File: config.mk
export PLATFORM = sky130hd
export DESIGN_NAME = spi_flash_ctrl_flat
export DESIGN_NICKNAME = d
export VERILOG_FILES = /design/src/rtl/spi_flash_ctrl_if.sv /design/src/rtl/spi_flash_ctrl.sv /design/src/flat_wrapper.sv
export SDC_FILE = /design/constraint.sdc
export NUM_CORES = 1
export LEC_CHECK = 0
export ABC_AREA = 1
export ABC_CLOCK_PERIOD_IN_PS = 1940
export CAP_MARGIN = 20
export CORE_MARGIN = 2
export CORE_UTILIZATION = 49
export CTS_CLUSTER_SIZE = 14
export DETAILED_ROUTE_END_ITERATION = 10
export PLACE_DENSITY = 0.8
export SLEW_MARGIN = 20
export SYNTH_ARGS = -nofsm -noshare
export SYNTH_HDL_FRONTEND = slang
export SYNTH_SLANG_ARGS = --single-unit
File: constraint.sdc
create_clock -name clk -period 1.94 [get_ports clk]
set_input_delay 0.194 -clock clk [delete_from_list [all_inputs] [get_ports clk]]
set_output_delay 0.194 -clock clk [all_outputs]
set_load 0.01 [all_outputs]
File: src/rtl/spi_flash_ctrl_if.sv
// User-request and spi_master-facing signals of the flash operation sequencer.
// The slave modport is the sequencer; the master modport is its environment.
interface spi_flash_ctrl_if #(
   parameter int ADDR_WIDTH = 24
);
   logic                  op_start;
   logic [1:0]            op_type;
   logic [ADDR_WIDTH-1:0] op_addr;
   logic [11:0]           op_len;
   logic                  op_busy;
   logic                  op_done;
   logic                  op_err;
   logic                  usr_wr_req;
   logic [7:0]            usr_wr_data;
   logic [7:0]            usr_rd_data;
   logic                  usr_rd_vld;
   logic                  spi_start;
   logic [7:0]            spi_cmd;
   logic [ADDR_WIDTH-1:0] spi_addr;
   logic [11:0]           spi_length;
   logic [7:0]            spi_wr_data;
   logic [7:0]            spi_rd_data;
   logic                  spi_busy;
   logic                  spi_wr_req;
   logic                  spi_rd_vld;

   modport master (
      output op_start, op_type, op_addr, op_len, usr_wr_data,
             spi_rd_data, spi_busy, spi_wr_req, spi_rd_vld,
      input  op_busy, op_done, op_err, usr_wr_req, usr_rd_data, usr_rd_vld,
             spi_start, spi_cmd, spi_addr, spi_length, spi_wr_data
   );

   modport slave (
      input  op_start, op_type, op_addr, op_len, usr_wr_data,
             spi_rd_data, spi_busy, spi_wr_req, spi_rd_vld,
      output op_busy, op_done, op_err, usr_wr_req, usr_rd_data, usr_rd_vld,
             spi_start, spi_cmd, spi_addr, spi_length, spi_wr_data
   );
endinterface

File: src/rtl/spi_flash_ctrl.sv
// Sequences READ / PROGRAM / ERASE into WREN, command and RDSR-poll frames for spi_master.
// Frames start one cycle after the *_S state; data bytes are paced entirely by spi_master.
module spi_flash_ctrl #(
   parameter int          ADDR_WIDTH = 24,
   parameter logic [7:0]  CMD_READ   = 8'h03,
   parameter logic [7:0]  CMD_PP     = 8'h02,
   parameter logic [7:0]  CMD_SE     = 8'hD8,
   parameter logic [7:0]  CMD_WREN   = 8'h06,
   parameter logic [7:0]  CMD_RDSR   = 8'h05,
   parameter logic [15:0] POLL_MAX   = 16'd50000
) (
   input logic             clk,
   input logic             rst,
   spi_flash_ctrl_if.slave bus
);
   typedef enum logic [3:0] {
      IDLE, WREN_S, WREN_W, CMD_S, CMD_W, POLL_S, POLL_W, POLL_CHK, DONE
   } state_t;

   localparam logic [1:0] OP_READ  = 2'b00;
   localparam logic [1:0] OP_PROG  = 2'b01;
   localparam logic [1:0] OP_ERASE = 2'b10;

   state_t                state;
   logic [1:0]            type_q;
   logic [ADDR_WIDTH-1:0] addr_q;
   logic [11:0]           len_q;
   logic                  busy_seen;
   logic                  wip;
   logic [15:0]           poll_cnt;
   logic                  reject;
   logic                  frame_end;
   logic [7:0]            cmd_op;

   always_comb begin
      reject = (bus.op_type == 2'b11)
            || (bus.op_len == 12'd0 && bus.op_type != OP_ERASE)
            || (bus.op_len > 12'd256 && bus.op_type == OP_PROG);
   end

   always_comb begin
      cmd_op = CMD_READ;
      case (type_q)
         OP_PROG:  cmd_op = CMD_PP;
         OP_ERASE: cmd_op = CMD_SE;
         default:  cmd_op = CMD_READ;
      endcase
   end

   // A frame is over only once busy has been seen high and then falls.
   assign frame_end       = busy_seen && !bus.spi_busy;
   assign bus.usr_wr_req  = bus.spi_wr_req && (state == CMD_W) && (type_q == OP_PROG);
   assign bus.spi_wr_data = bus.usr_wr_data;

   always_ff @(posedge clk) begin
      if (rst) begin
         state           <= IDLE;
         type_q          <= '0;
         addr_q          <= '0;
         len_q           <= '0;
         busy_seen       <= 1'b0;
         wip             <= 1'b0;
         poll_cnt        <= '0;
         bus.op_busy     <= 1'b0;
         bus.op_done     <= 1'b0;
         bus.op_err      <= 1'b0;
         bus.usr_rd_vld  <= 1'b0;
         bus.usr_rd_data <= '0;
         bus.spi_start   <= 1'b0;
         bus.spi_cmd     <= '0;
         bus.spi_addr    <= '0;
         bus.spi_length  <= '0;
      end else begin
         bus.spi_start  <= 1'b0;
         bus.op_done    <= 1'b0;
         bus.op_err     <= 1'b0;
         bus.usr_rd_vld <= 1'b0;
         if (state == CMD_W && type_q == OP_READ && bus.spi_rd_vld) begin
            bus.usr_rd_vld  <= 1'b1;
            bus.usr_rd_data <= bus.spi_rd_data;
         end
         case (state)
            IDLE: begin
               if (bus.op_start) begin
                  type_q   <= bus.op_type;
                  addr_q   <= bus.op_addr;
                  len_q    <= bus.op_len;
                  poll_cnt <= '0;
                  if (reject) begin
                     bus.op_done <= 1'b1;
                     bus.op_err  <= 1'b1;
                     state       <= DONE;
                  end else begin
                     bus.op_busy <= 1'b1;
                     state       <= (bus.op_type == OP_READ) ? CMD_S : WREN_S;
                  end
               end
            end
            WREN_S: begin
               bus.spi_start  <= 1'b1;
               bus.spi_cmd    <= CMD_WREN;
               bus.spi_addr   <= '0;
               bus.spi_length <= 12'd0;
               busy_seen      <= 1'b0;
               state          <= WREN_W;
            end
            WREN_W: begin
               if (bus.spi_busy) busy_seen <= 1'b1;
               if (frame_end)    state     <= CMD_S;
            end
            CMD_S: begin
               bus.spi_start  <= 1'b1;
               bus.spi_cmd    <= cmd_op;
               bus.spi_addr   <= addr_q;
               bus.spi_length <= (type_q == OP_ERASE) ? 12'd0 : len_q;
               busy_seen      <= 1'b0;
               state          <= CMD_W;
            end
            CMD_W: begin
               if (bus.spi_busy) busy_seen <= 1'b1;
               if (frame_end) begin
                  if (type_q == OP_READ) begin
                     bus.op_busy <= 1'b0;
                     bus.op_done <= 1'b1;
                     state       <= DONE;
                  end else begin
                     state <= POLL_S;
                  end
               end
            end
            POLL_S: begin
               bus.spi_start  <= 1'b1;
               bus.spi_cmd    <= CMD_RDSR;
               bus.spi_addr   <= '0;
               bus.spi_length <= 12'd1;
               busy_seen      <= 1'b0;
               state          <= POLL_W;
            end
            POLL_W: begin
               if (bus.spi_busy)   busy_seen <= 1'b1;
               if (bus.spi_rd_vld) wip       <= bus.spi_rd_data[0];
               if (frame_end)      state     <= POLL_CHK;
            end
            POLL_CHK: begin
               if (wip && poll_cnt < POLL_MAX) begin
                  poll_cnt <= poll_cnt + 16'd1;
                  state    <= POLL_S;
               end else begin
                  bus.op_busy <= 1'b0;
                  bus.op_done <= 1'b1;
                  bus.op_err  <= wip;
                  state       <= DONE;
               end
            end
            DONE:    state <= IDLE;
            default: state <= IDLE;
         endcase
      end
   end
endmodule

File: src/flat_wrapper.sv
// flat-port wrapper written by rule: the top's interface ports become plain ports
module spi_flash_ctrl_flat 
#(
   parameter int          ADDR_WIDTH = 24,
   parameter logic [7:0]  CMD_READ   = 8'h03,
   parameter logic [7:0]  CMD_PP     = 8'h02,
   parameter logic [7:0]  CMD_SE     = 8'hD8,
   parameter logic [7:0]  CMD_WREN   = 8'h06,
   parameter logic [7:0]  CMD_RDSR   = 8'h05,
   parameter logic [15:0] POLL_MAX   = 16'd50000
)
  (clk, rst, bus_op_start, bus_op_type, bus_op_addr, bus_op_len, bus_usr_wr_data, bus_spi_rd_data, bus_spi_busy, bus_spi_wr_req, bus_spi_rd_vld, bus_op_busy, bus_op_done, bus_op_err, bus_usr_wr_req, bus_usr_rd_data, bus_usr_rd_vld, bus_spi_start, bus_spi_cmd, bus_spi_addr, bus_spi_length, bus_spi_wr_data);
  spi_flash_ctrl_if #(.ADDR_WIDTH(ADDR_WIDTH)) bus_i ();
  input logic clk;
  input logic rst;
  input wire logic [$bits(bus_i.op_start)-1:0] bus_op_start;
  input wire logic [$bits(bus_i.op_type)-1:0] bus_op_type;
  input wire logic [$bits(bus_i.op_addr)-1:0] bus_op_addr;
  input wire logic [$bits(bus_i.op_len)-1:0] bus_op_len;
  input wire logic [$bits(bus_i.usr_wr_data)-1:0] bus_usr_wr_data;
  input wire logic [$bits(bus_i.spi_rd_data)-1:0] bus_spi_rd_data;
  input wire logic [$bits(bus_i.spi_busy)-1:0] bus_spi_busy;
  input wire logic [$bits(bus_i.spi_wr_req)-1:0] bus_spi_wr_req;
  input wire logic [$bits(bus_i.spi_rd_vld)-1:0] bus_spi_rd_vld;
  output wire logic [$bits(bus_i.op_busy)-1:0] bus_op_busy;
  output wire logic [$bits(bus_i.op_done)-1:0] bus_op_done;
  output wire logic [$bits(bus_i.op_err)-1:0] bus_op_err;
  output wire logic [$bits(bus_i.usr_wr_req)-1:0] bus_usr_wr_req;
  output wire logic [$bits(bus_i.usr_rd_data)-1:0] bus_usr_rd_data;
  output wire logic [$bits(bus_i.usr_rd_vld)-1:0] bus_usr_rd_vld;
  output wire logic [$bits(bus_i.spi_start)-1:0] bus_spi_start;
  output wire logic [$bits(bus_i.spi_cmd)-1:0] bus_spi_cmd;
  output wire logic [$bits(bus_i.spi_addr)-1:0] bus_spi_addr;
  output wire logic [$bits(bus_i.spi_length)-1:0] bus_spi_length;
  output wire logic [$bits(bus_i.spi_wr_data)-1:0] bus_spi_wr_data;
  assign bus_i.op_start = bus_op_start;
  assign bus_i.op_type = bus_op_type;
  assign bus_i.op_addr = bus_op_addr;
  assign bus_i.op_len = bus_op_len;
  assign bus_i.usr_wr_data = bus_usr_wr_data;
  assign bus_i.spi_rd_data = bus_spi_rd_data;
  assign bus_i.spi_busy = bus_spi_busy;
  assign bus_i.spi_wr_req = bus_spi_wr_req;
  assign bus_i.spi_rd_vld = bus_spi_rd_vld;
  assign bus_op_busy = bus_i.op_busy;
  assign bus_op_done = bus_i.op_done;
  assign bus_op_err = bus_i.op_err;
  assign bus_usr_wr_req = bus_i.usr_wr_req;
  assign bus_usr_rd_data = bus_i.usr_rd_data;
  assign bus_usr_rd_vld = bus_i.usr_rd_vld;
  assign bus_spi_start = bus_i.spi_start;
  assign bus_spi_cmd = bus_i.spi_cmd;
  assign bus_spi_addr = bus_i.spi_addr;
  assign bus_spi_length = bus_i.spi_length;
  assign bus_spi_wr_data = bus_i.spi_wr_data;
  spi_flash_ctrl #(.ADDR_WIDTH(ADDR_WIDTH), .CMD_READ(CMD_READ), .CMD_PP(CMD_PP), .CMD_SE(CMD_SE), .CMD_WREN(CMD_WREN), .CMD_RDSR(CMD_RDSR), .POLL_MAX(POLL_MAX)) u_core (.clk(clk), .rst(rst), .bus(bus_i));
endmodule
# Yosys cells after proc, flatten, opt, wreduce, memory -nomap -nowiden
# Cells that the tools add are included.
# word_totals
regBits	117
elab_cells	104
# op_classes
n_addsub	1
order_cmp	2
n_eq_ne	21
muxes	35
n_reduce_logical	29
# ops
operator	n
$pmux W24 S2	1
$pmux W12 S3	1
$mux W16	2
$pmux W16 S2	1
$pmux W4 S8	1
$mux W4	7
$pmux W8 S3	1
$add A16 B1 Y16 const B	1
$eq A4 B3 Y1 const B	4
$lt A16 B16 Y1 const B	1
$pmux W8 S2	1
$mux W1	14
$gt A12 B9 Y1 const B	1
$logic_not A12 Y1	1
$mux W12	1
$ne A2 B1 Y1 const B	5
$ne A2 B2 Y1 const B	5
$eq A4 B2 Y1 const B	2
$logic_and A1 B1 Y1	8
$pmux W1 S3	2
$reduce_and A2 Y1	3
$reduce_and A6 Y1	1
$reduce_bool A2 Y1	3
$reduce_bool A3 Y1	2
13 further kinds	19

# Longest topological paths before layout
# depth
depth_word	7
ltp_mapped	12

# Worst setup path before layout
# Ideal clock, no wire load.
# synth_timing
path_kind	reg-to-reg
startpoint	register u_core.state[0]
endpoint	register u_core.type_q[0]
t_arrival_ns	1.229
slack_ns	0.591
path_stages_with_launch	9
n_path_buf	2
cell_sequence	dfxtp_1 > nor2_1 > nand2_1 > inv_2 > nand2_1 > buf_4 > buf_2 > o21ai_0 > a21oi_1
# synth_via
elab_chain_cells	2
# synth_rtl
element	line	source
start, declared	spi_flash_ctrl.sv:24	state_t state;
start signal, assigned	spi_flash_ctrl.sv:95	state <= (bus.op_type == OP_READ) ? CMD_S : WREN_S;
$logic_not A4 Y1	spi_flash_ctrl.sv:82	case (state)
$reduce_and A2 Y1 (no line)	-	
end signal, assigned	spi_flash_ctrl.sv:85	type_q <= bus.op_type;
end, declared	spi_flash_ctrl.sv:25	logic [1:0] type_q;
# Every way passes these cells.
# A chain may end at the register's enable or synchronous reset.

# Worst setup path after layout
# layout_timing
startpoint	register u_core.state[0]
endpoint	output port bus_usr_wr_req
# layout_via
elab_chain_cells	3
# layout_rtl
element	line	source
$eq A4 B3 Y1	spi_flash_ctrl.sv:52	assign bus.usr_wr_req = bus.spi_wr_req && (state == CMD_W) && (type_q == OP_PROG);
$logic_and A1 B1 Y1 (2 in a row)	spi_flash_ctrl.sv:52	
end, declared	flat_wrapper.sv:28	output wire logic [$bits(bus_i.usr_wr_req)-1:0] bus_usr_wr_req;
# Every way passes these cells.

==> impl_metrics.tcl <==
set metrics [dict create \
    leakage_nw 2.42 \
    vias 4519 \
    first_iter_violations 207 \
    dp.final_hpwl_mm 8.56 \
    finalNetCount 815 \
    rows 36 \
    cts_tree "yes" \
    num_io_pins 126 \
    syn_area_mm2 0.00483 \
    place.gp.congestion 0.878 \
    worstPathArrival_ns 1.56 \
    hold_viol_final 0 \
    seq_area_frac_synth_pct 46.8 \
    grt_pass1_vias 4293 \
    synth.area.mux_share_pct 0 \
    synth_cell_type_count 35 \
    powerDensity_mw_per_mm2 1020 \
    grt_util_all_layers_pct 23.8 \
    maxCapViolCount 0 \
    syn_inst 657 \
    syn_to_final_growth_pct 33.9 \
    tightest_slew_ns 0.579 \
    synth_edf_count 0 \
    yosysMostFrequentCell "nand2_1" \
    vias_per_cell 5.04 \
    post-route-drc-count 0 \
    rsz0062_at_grt "no" \
    grt_pass1_wl_mm 19.9 \
    htreeDepth 4 \
    post_cts_resize_count 1 \
    slowest_stage "dfxtp_1" \
    ys.flop_type "dfxtp_1" \
    synthArstFlopShare_pct 0 \
    clkTransAtPathRegs_ns 0.06 \
    totalWireLength_mm 12.2 \
    gr-total-overflow 0 \
    path_max_fanout 5 \
    cp.required_ns 1.75 \
    initial_core_util_pct 49.9 \
    ys_ff_latch 113 \
    hold_path.class "in -> reg" \
    startpoint_type "flip-flop" \
    synth_simple_gate_area_share_pct 25.0 \
    grt_max_degree 54 \
    p_total_mw 6.59 \
    synth_top_family_by_area "simple AND/OR/NAND/NOR gates" \
    synthAdderAreaFrac_pct 1.29 \
    synth_xor_area_share_pct 0.725 \
    ys_top_cells_by_area "dfxtp_1 (47%), nand2_1 (12%), a21oi_1 (9.7%)" \
    yosys-top-cells-count "nand2_1 (150), dfxtp_1 (113), a21oi_1 (94)" \
    status "finished clean" \
    cts_buffers 17 \
    hold_buffers 0 \
    max_freq_mhz 569 \
    cts_setup_buffers 0 \
    relSlewSlack_pct 61.4 \
    die_h_um 103 \
    dr.pass1.iters 7 \
    whs_ns 0.0676 \
    synth_nets 722 \
    finalSetupTns_ns 0 \
    finalCoreUtilization_pct 66.8 \
    setup_violations 0 \
    postSynthAreaPerCell_um2 7.35 \
    end_kind "output pin" \
    synth_top_area_share_pct 46.8 \
    yosys.area.top_type "dfxtp_1" \
    core_mm2 0.00968 \
    io_buffers 108 \
    die_area_mm2 0.0107 \
    vdd_drop_max_v 0.000736 \
    wl_per_cell_um 13.6 \
    die_w_um 103 \
    min_period_over_period_pct 90.6 \
    place_inst 864 \
    cts_num_sinks 113 \
    yosys_warnings 0 \
    worstSetupPathType "reg -> out" \
    crit_path_max_incr_delay_ns 0.35 \
    path_cells "nor2_1 -> nand2_1 -> nor2_1 -> dlygate4sd2_1" \
    antenna_found_initial 0 \
    clk_latency_ns 0.50 \
    ant_nets 0 \
    crit_path_frequent_cell "nor2_1" \
    synth-compound-area-share_pct 15.8 \
    drive_gt1_share_pct 8.52 \
    cts_root_buffer "clkbuf_8" \
    ff2ff_setup_slack_ns 0.30 \
    fin_crit_ns 1.76 \
    slew_viol_final 0 \
    fin_skew_ns 0.0177 \
    layout.cells.non_filler 896 \
    diodes 0 \
    ctsLongestPathBuffers 2 \
]
metrics by stage:
step | setup slack [ns] | area, µm²
finish | 0.182 | 6470
global route | 0.0382 | 6470
CTS | 0.163 | 6470
detailed placement | 0.256 | 5900
global placement | 0.296 | 5900
floorplan | 0.591 | 4830
layer usage:
metal	global-route usage, %	share of wire [%]	routed length, µm
met2	39.3	50	6140
met5	0	0	0
met1	30.2	43	5320
met4	8.50	1.5	178
met3	6.18	4.8	592
layout by cell type (no fill, tap or decap), types with 12 or more instances in the layout:
master,n
a211oi_1,14
a21oi_1,94
buf_4,12
clkbuf_16,16
clkdlybuf4s50_1,106
dfxtp_1,113
inv_1,59
nand2_1,149
nand3_1,42
nor2_1,65
o21ai_0,27
layout make-up:
cell class	count	area, µm²
Sequential cell	113	2260
Clock inverter	13	126
Tap cell	133	166
Multi-Input combinational cell	436	2080
Clock buffer	19	442
Fill cell	810	3210
Timing Repair Buffer	120	1160
Inverter	62	233
path summary, 6_finish.rpt:
| path | cells past startpoint | from | endpoint |
|---|---|---|---|
| max | 4 | u_core.state[0] | bus_usr_wr_req |
| min | 4 | rst | u_core.bus.op_busy |
| max reg2reg | 9 | u_core.state[0] | u_core.poll_cnt[2] |
| min reg2reg | 2 | u_core.poll_cnt[15] | u_core.poll_cnt[15] |
sequential cells by signal, indices dropped and copies added (netlist names):
| register | cells |
|---|---|
| u_core.bus.spi_addr | 24 |
| u_core.addr_q | 24 |
| u_core.bus.spi_cmd | 4 |
| u_core.bus.op_done | 1 |
| u_core.wip | 1 |
| u_core.busy_seen | 1 |
| u_core.poll_cnt | 16 |
| u_core.bus.op_err | 1 |
| u_core.bus.usr_rd_data | 8 |
| u_core.state | 4 |
| u_core.type_q | 2 |
| u_core.bus.spi_start | 1 |
| u_core.bus.spi_length | 12 |
| u_core.bus.op_busy | 1 |
| u_core.len_q | 12 |
| u_core.bus.usr_rd_vld | 1 |
where the power goes:
part / total (mW) / internal [mW] / switching [mW]
clock network: 2.93 / 1.79 / 1.14
registers: 2.60 / 2.51 / 0.0921
logic: 1.06 / 0.411 / 0.652
kinds of logic after synthesis:
logic type / Yosys count
and+or+nand+nor: 286
AOI/OAI and AO/OA: 140
DFF: 113
buffers and inverters: 108
adders and majority gates: 5
xor gates and xnor gates: 4
other: 1
worst max-delay path, delay by kind of cell, from the launching register on:
| family | cells | cell delay [ns] |
|---|---|---|
| buffers and inverters | 1 | 0.29 |
| AND/OR/NAND/NOR | 3 | 0.42 |
| flip-flops | 1 | 0.35 |
(Power assumes the default switching activity.)
